[src/rtl/if_id_inst_queue_pkg.sv]
// Shared definitions for the IF->ID instruction queue: field widths,
// exception codes and the IfToNextBus packing shared by IF and ID.
// Optional feature macro: IBUF_BYPASS_EN (0-cycle bypass of an empty queue).
package if_id_inst_queue_pkg;

  localparam int IQ_DEPTH  = 8;
  localparam int IQ_PC_W   = 32;
  localparam int IQ_INST_W = 32;
  localparam int IQ_EXC_W  = 7;   // {excp_valid, ecode[5:0]}

  // Fetch-side exception codes
  localparam logic [5:0] ECODE_PIF  = 6'h03;
  localparam logic [5:0] ECODE_PPI  = 6'h07;
  localparam logic [5:0] ECODE_ADEF = 6'h08;
  localparam logic [5:0] ECODE_TLBR = 6'h3F;

  // IfToNextBus packing, LSB first: excp, inst, pc
  localparam int IBUS_EXC_LSB  = 0;
  localparam int IBUS_INST_LSB = IBUS_EXC_LSB + IQ_EXC_W;
  localparam int IBUS_PC_LSB   = IBUS_INST_LSB + IQ_INST_W;
  localparam int IBUS_W        = IBUS_PC_LSB + IQ_PC_W;

  typedef struct packed {
    logic [IQ_PC_W-1:0]   pc;
    logic [IQ_INST_W-1:0] inst;
    logic [IQ_EXC_W-1:0]  excp;
  } if_to_next_bus_t;

endpackage

[src/rtl/if_id_inst_queue_if.sv]
// IF/ID handshake bundle for the instruction queue. The queue takes the
// slave view; the IF/ID/flush drivers take the master view.
interface if_id_inst_queue_if
  import if_id_inst_queue_pkg::*;
#(
  parameter int DEPTH  = IQ_DEPTH,
  parameter int PC_W   = IQ_PC_W,
  parameter int INST_W = IQ_INST_W,
  parameter int EXC_W  = IQ_EXC_W
);
  localparam int CW = $clog2(DEPTH) + 1;

  logic              if_valid_i;
  logic [PC_W-1:0]   if_pc_i;
  logic [INST_W-1:0] if_inst_i;
  logic [EXC_W-1:0]  if_excp_i;
  logic              now_allowin_o;
  logic              id_allowin_i;
  logic              id_valid_o;
  logic [PC_W-1:0]   id_pc_o;
  logic [INST_W-1:0] id_inst_o;
  logic [EXC_W-1:0]  id_excp_o;
  logic              excep_flush_i;
  logic              other_flush_i;
  logic [CW-1:0]     count_o;

  modport slave (
    input  if_valid_i, if_pc_i, if_inst_i, if_excp_i, id_allowin_i,
           excep_flush_i, other_flush_i,
    output now_allowin_o, id_valid_o, id_pc_o, id_inst_o, id_excp_o, count_o
  );

  modport master (
    output if_valid_i, if_pc_i, if_inst_i, if_excp_i, id_allowin_i,
           excep_flush_i, other_flush_i,
    input  now_allowin_o, id_valid_o, id_pc_o, id_inst_o, id_excp_o, count_o
  );

endinterface

[src/rtl/if_id_iq_mem.sv]
// Queue storage: DEPTH x W entries, one synchronous write port and one
// asynchronous read port. Contents are deliberately not reset.
module if_id_iq_mem #(
  parameter int DEPTH = 8,
  parameter int W     = 71,
  localparam int AW   = $clog2(DEPTH)
) (
  input  logic          clk,
  input  logic          i_we,
  input  logic [AW-1:0] i_waddr,
  input  logic [W-1:0]  i_wdata,
  input  logic [AW-1:0] i_raddr,
  output logic [W-1:0]  o_rdata
);

  logic [DEPTH-1:0][W-1:0] r_mem;

  // Write the incoming entry at the tail slot
  always_ff @(posedge clk) begin
    if (i_we) r_mem[i_waddr] <= i_wdata;
  end

  assign o_rdata = r_mem[i_raddr];

endmodule

[src/rtl/if_id_inst_queue.sv]
// IF->ID decoupling instruction queue. Holds pointers, occupancy,
// handshake and flush; storage lives in if_id_iq_mem.
// Optional feature macro: IBUF_BYPASS_EN - an empty queue forwards the IF
// entry straight to ID in the same cycle when ID can take it.
module if_id_inst_queue
  import if_id_inst_queue_pkg::*;
#(
  parameter int DEPTH  = IQ_DEPTH,
  parameter int PC_W   = IQ_PC_W,
  parameter int INST_W = IQ_INST_W,
  parameter int EXC_W  = IQ_EXC_W
) (
  input  logic          clk,
  input  logic          rst,
  if_id_inst_queue_if.slave bus
);

  localparam int AW = $clog2(DEPTH);
  localparam int EW = PC_W + INST_W + EXC_W;
  localparam logic [AW:0] CNT_FULL = (AW+1)'(DEPTH);

  logic [AW-1:0] r_rd_ptr, r_wr_ptr;
  logic [AW:0]   r_count;

  logic          w_flush, w_push, w_pop, w_empty, w_allowin, w_bypass;
  logic [EW-1:0] w_wr_data, w_rd_data, w_head;

  assign w_flush   = bus.excep_flush_i | bus.other_flush_i;
  assign w_empty   = (r_count == '0);
  // Full is judged on registered state only; a pop this cycle does not
  // free a slot for IF until the next cycle.
  assign w_allowin = (r_count != CNT_FULL);

  // Same field order as if_to_next_bus_t: pc high, excp low
  assign w_wr_data = {bus.if_pc_i, bus.if_inst_i, bus.if_excp_i};

`ifdef IBUF_BYPASS_EN
  assign w_bypass       = w_empty & bus.if_valid_i & bus.id_allowin_i & ~w_flush;
  assign bus.id_valid_o = ~w_empty | (bus.if_valid_i & ~w_flush);
  assign w_head         = w_empty ? w_wr_data : w_rd_data;
`else
  assign w_bypass       = 1'b0;
  assign bus.id_valid_o = ~w_empty;
  assign w_head         = w_rd_data;
`endif

  // A bypassed entry is consumed directly by ID, so it is neither written
  // nor popped; pop only ever retires a stored entry.
  assign w_push = bus.if_valid_i & w_allowin & ~w_flush & ~w_bypass;
  assign w_pop  = ~w_empty & bus.id_allowin_i & ~w_flush;

  assign bus.now_allowin_o = w_allowin;
  assign bus.count_o       = r_count;
  assign {bus.id_pc_o, bus.id_inst_o, bus.id_excp_o} = w_head;

  // Pointer and occupancy update; reset, then flush, take priority
  always_ff @(posedge clk) begin
    if (rst || w_flush) begin
      r_rd_ptr <= '0;
      r_wr_ptr <= '0;
      r_count  <= '0;
    end else begin
      if (w_push) r_wr_ptr <= r_wr_ptr + 1'b1;
      if (w_pop)  r_rd_ptr <= r_rd_ptr + 1'b1;
      case ({w_push, w_pop})
        2'b10:   r_count <= r_count + 1'b1;
        2'b01:   r_count <= r_count - 1'b1;
        default: r_count <= r_count;
      endcase
    end
  end

  if_id_iq_mem #(.DEPTH(DEPTH), .W(EW)) u_mem (
    .clk     (clk),
    .i_we    (w_push),
    .i_waddr (r_wr_ptr),
    .i_wdata (w_wr_data),
    .i_raddr (r_rd_ptr),
    .o_rdata (w_rd_data)
  );

endmodule

[src/flat_wrapper.sv]
// flat-port wrapper written by rule: the top's interface ports become plain ports
module if_id_inst_queue_flat import if_id_inst_queue_pkg::*;
#(
  parameter int DEPTH  = IQ_DEPTH,
  parameter int PC_W   = IQ_PC_W,
  parameter int INST_W = IQ_INST_W,
  parameter int EXC_W  = IQ_EXC_W
)
  (clk, rst, bus_if_valid_i, bus_if_pc_i, bus_if_inst_i, bus_if_excp_i, bus_id_allowin_i, bus_excep_flush_i, bus_other_flush_i, bus_now_allowin_o, bus_id_valid_o, bus_id_pc_o, bus_id_inst_o, bus_id_excp_o, bus_count_o);
  if_id_inst_queue_if #(.DEPTH(DEPTH), .PC_W(PC_W), .INST_W(INST_W), .EXC_W(EXC_W)) bus_i ();
  input  logic clk;
  input  logic rst;
  input wire logic [$bits(bus_i.if_valid_i)-1:0] bus_if_valid_i;
  input wire logic [$bits(bus_i.if_pc_i)-1:0] bus_if_pc_i;
  input wire logic [$bits(bus_i.if_inst_i)-1:0] bus_if_inst_i;
  input wire logic [$bits(bus_i.if_excp_i)-1:0] bus_if_excp_i;
  input wire logic [$bits(bus_i.id_allowin_i)-1:0] bus_id_allowin_i;
  input wire logic [$bits(bus_i.excep_flush_i)-1:0] bus_excep_flush_i;
  input wire logic [$bits(bus_i.other_flush_i)-1:0] bus_other_flush_i;
  output wire logic [$bits(bus_i.now_allowin_o)-1:0] bus_now_allowin_o;
  output wire logic [$bits(bus_i.id_valid_o)-1:0] bus_id_valid_o;
  output wire logic [$bits(bus_i.id_pc_o)-1:0] bus_id_pc_o;
  output wire logic [$bits(bus_i.id_inst_o)-1:0] bus_id_inst_o;
  output wire logic [$bits(bus_i.id_excp_o)-1:0] bus_id_excp_o;
  output wire logic [$bits(bus_i.count_o)-1:0] bus_count_o;
  assign bus_i.if_valid_i = bus_if_valid_i;
  assign bus_i.if_pc_i = bus_if_pc_i;
  assign bus_i.if_inst_i = bus_if_inst_i;
  assign bus_i.if_excp_i = bus_if_excp_i;
  assign bus_i.id_allowin_i = bus_id_allowin_i;
  assign bus_i.excep_flush_i = bus_excep_flush_i;
  assign bus_i.other_flush_i = bus_other_flush_i;
  assign bus_now_allowin_o = bus_i.now_allowin_o;
  assign bus_id_valid_o = bus_i.id_valid_o;
  assign bus_id_pc_o = bus_i.id_pc_o;
  assign bus_id_inst_o = bus_i.id_inst_o;
  assign bus_id_excp_o = bus_i.id_excp_o;
  assign bus_count_o = bus_i.count_o;
  if_id_inst_queue #(.DEPTH(DEPTH), .PC_W(PC_W), .INST_W(INST_W), .EXC_W(EXC_W)) u_core (.clk(clk), .rst(rst), .bus(bus_i));
endmodule
[config.mk]
export PLATFORM = sky130hd
export DESIGN_NAME = if_id_inst_queue_flat
export DESIGN_NICKNAME = d
export VERILOG_FILES = /design/src/rtl/if_id_inst_queue_pkg.sv /design/src/rtl/if_id_inst_queue_if.sv /design/src/rtl/if_id_iq_mem.sv /design/src/rtl/if_id_inst_queue.sv /design/src/flat_wrapper.sv
export SDC_FILE = /design/constraint.sdc
export NUM_CORES = 1
export LEC_CHECK = 0
export BUFFER_PORTS_ARGS = -buffer_cell sky130_fd_sc_hd__buf_2
export CAP_MARGIN = 15
export CORE_MARGIN = 5
export CORE_UTILIZATION = 40
export DETAILED_ROUTE_END_ITERATION = 10
export PLACE_DENSITY = 0.58
export RECOVER_POWER = 25
export SETUP_SLACK_MARGIN = 0.1
export SYNTH_ARGS = -nofsm -noshare
export SYNTH_HDL_FRONTEND = slang
export SYNTH_SLANG_ARGS = --single-unit
export TNS_END_PERCENT = 1
[constraint.sdc]
create_clock -name clk -period 22.2 [get_ports clk]
set_clock_uncertainty 0.05 [all_clocks]
set_input_delay 3.33 -clock clk [delete_from_list [all_inputs] [get_ports clk]]
set_output_delay 3.33 -clock clk [all_outputs]
set_load 0.03 [all_outputs]
==> results.toml <==
[detailed_routing]
wl_per_cell_um = 23.2
drc = 0
drt-pass1-iter-count = 5
ant_nets = 0
vias = 9636
drt_wl_total_mm = 43.8
drt_iter0_drc = 540
vias_per_cell = 5.11

[sta]
maxSlewViolCount = 0
rsz0062_at_grt = "no"
tns_ns = 0
fin_crit_sh = 0.327
slew_headroom = 0.284
holdWs_ns = 0.468
tightestPinTransition_ns = 1.07
finalHoldViolCount = 0
max_freq_mhz = 138
fin_crit_ns = 7.25
finalSetupViolations = 0

[placement]
dp_hpwl_mm = 22.6
io_buffers = 153
placed_cells = 1776
finalWeightedCongestion = 0.670

[critical_path]
cp_cell_sequence = "buf_4 -> buf_4 -> mux4_2 -> mux2_2 -> buf_2"
worstSetupStartpointType = "flop"
endpoint_kind = "output port"
crit_type = "flop to output port"
worst-endpoint-required_ns = 18.82
cp.arrival_ns = 3.87
critPathMaxStageDelay_ns = 0.85
cp_slowest_cell = "buf_4"
rr_worst_depth = 5
cp_common_cell = "buf_4"
crit_fanout = 68

[cells_and_area]
nets = 1170
instances_no_fill = 1887
area_growth_pct = 15.4
drive_above_1_share = 0.387
nFillCells = 4620

[clock_network]
cts.reportedPaths.clkPinSlew_ns = 0.06
cts_tree = "built"
cts_resized = 0
clockRootBuffer = "clkbuf_16"
ctsLongestPathBuffers = 3
ctsHoldBuffers = 0
postCtsSetupBuffers = 0
cts_sinks = 578
clock_latency_ns = 0.60
numCtsBuffers = 58
cts-htree-levels = 2

[grt]
grt_pass1_wl_mm = 66.2
grt_start_max_net_pins = 115
antenna_found_initial = 6
grt_pass1_vias = 10500
overflow = 0
track_usage = 0.146

[synth]
syn_inst = 898
ys_warn_count = 0
avgSynthCellArea_um2 = 24.7
synthesis.nets = 980
async_flop_share = 0
synth_area_um2 = 22200
ys.flop_type = "edfxtp_1"
yosysSeqAreaShare = 0.777
synth_edf_count = 568
synth_seq_cells = 578
ys_types = 30

[floorplan]
ios = 154
start_util = 0.403
die_x_um = 246
die_y_um = 246
fp.dieArea_um2 = 60300
rows = 86
core_um2 = 55100

[flow_run]
drv_cap = 0

[min_path]
hold_depth = 2
hold_class = "flop to flop"

[power]
totalPowerFinal_mw = 2.19
p_leak_nw = 8.02
powerDensity_nw_per_um2 = 85.5
vdd_drop_max_mv = 0.0521

[run_status]
status = "finished clean"
Yosys cell counts, types with 2 or more instances:
library cell	n	area, um2
a21oi_1	4	20.0
buf_1	6	22.5
buf_12	8	160
buf_2	18	90.1
clkbuf_1	11	41.3
dfxtp_1	10	200
edfxtp_1	568	17100
ha_1	5	62.6
mux2_2	9	101
mux2_4	62	931
mux4_2	142	3200
nand2_1	4	15.0
nand3_1	8	40.0
nand3b_1	2	15.0
nor2_1	12	45.0
nor3_1	6	30.0
o21ai_0	2	10.0
or3_1	2	12.5
or4_1	2	15.0
xor2_1	7	61.3
state kept, by name, indices dropped and copies added, names as in the netlist:
register / cells
u_core.u_mem.r_mem: 568
u_core.bus.count_o: 4
u_core.r_rd_ptr: 3
u_core.r_wr_ptr: 3
routing by layer:
| layer | wire length [um] | global-route usage | up-vias | part of all wire |
|---|---|---|---|---|
| met5 | 44 | 0 | - | 0.0010 |
| met4 | 786 | 0.0325 | 8 | 0.018 |
| met3 | 2260 | 0.0352 | 73 | 0.052 |
| met2 | 21400 | 0.236 | 186 | 0.49 |
| met1 | 19300 | 0.204 | 5128 | 0.44 |
| li1 | - | - | 4241 | - |
final cells by class:
type,instances,area [um2],share of cell area
repair buffers,174,877,0.0342
diodes,2,5.00,0.000195
clock inverters,45,370,0.0145
multi-input cells,276,4680,0.183
well taps,748,936,0.0365
clock buffers,64,1500,0.0583
flip-flops and latches,578,17300,0.674
path summary, 6_finish.rpt:
path / end / start / slack, ns
setup / recovery: bus_id_pc_o[19] / u_core.r_rd_ptr[1]$_SDFFE_PP0P_ / 14.95
hold / removal: u_core.bus.count_o[3]$_SDFFE_PP0P_ / u_core.bus.count_o[3]$_SDFFE_PP0P_ / 0.47
setup reg to reg: u_core.u_mem.r_mem[450]$_DFFE_PP_ / u_core.bus.count_o[1]$_SDFFE_PP0P_ / 19.23
hold reg to reg: u_core.bus.count_o[3]$_SDFFE_PP0P_ / u_core.bus.count_o[3]$_SDFFE_PP0P_ / 0.47
cells by family (layout without fill, tap and decap cells):
logic type,Yosys count,count (layout),share of synthesized area
flops,578,578,0.777
mux,214,214,0.191
buf+inv,44,283,0.0146
simple gates,42,42,0.00991
compound gates,8,8,0.00197
xor+xnor,7,7,0.00276
fa+ha+maj,5,5,0.00282
other cells,0,2,0
critical path: cells and delay by family (launching register included):
family   cells  cell delay (ns)
mux          2             0.73
flops        1             0.55
buf+inv      3             1.88
through the flow:
step                      cell area (um2)  worst slack, ns  utilization
after floorplan                     22200            12.91            -
after global placement              23800            15.48        0.432
after detailed placement            23800            15.48        0.432
after CTS                           25700            14.81        0.466
after global routing                25600            14.71        0.465
final                               25600            14.95        0.465
power by group:
group	internal [mW]	switching, mW	total, mW	leakage (nW)
Sequential	1.20	0.00112	1.20	5.20
Clock	0.543	0.400	0.943	0.914
Combinational	0.0144	0.0295	0.0439	1.91
Total	1.76	0.430	2.19	8.02
layout by cell type, fill, tap and decap left out, types with 4 or more instances in the layout:
cell type,synthesis,routed
a21oi_1,4,4
buf_2,18,106
buf_4,0,20
bufinv_16,0,5
clkbuf_1,11,52
clkbuf_16,0,59
clkinv_1,0,16
clkinv_2,0,16
clkinvlp_4,0,4
dfxtp_1,10,7
edfxtp_1,568,568
ha_1,5,5
mux2_2,9,9
mux2_4,62,62
mux4_2,142,142
nand2_1,4,4
nand3_1,8,8
nor2_1,12,8
nor2_4,0,4
nor3_2,0,4
xor2_1,7,7
No activity file was read; power rests on OpenSTA's default activity.
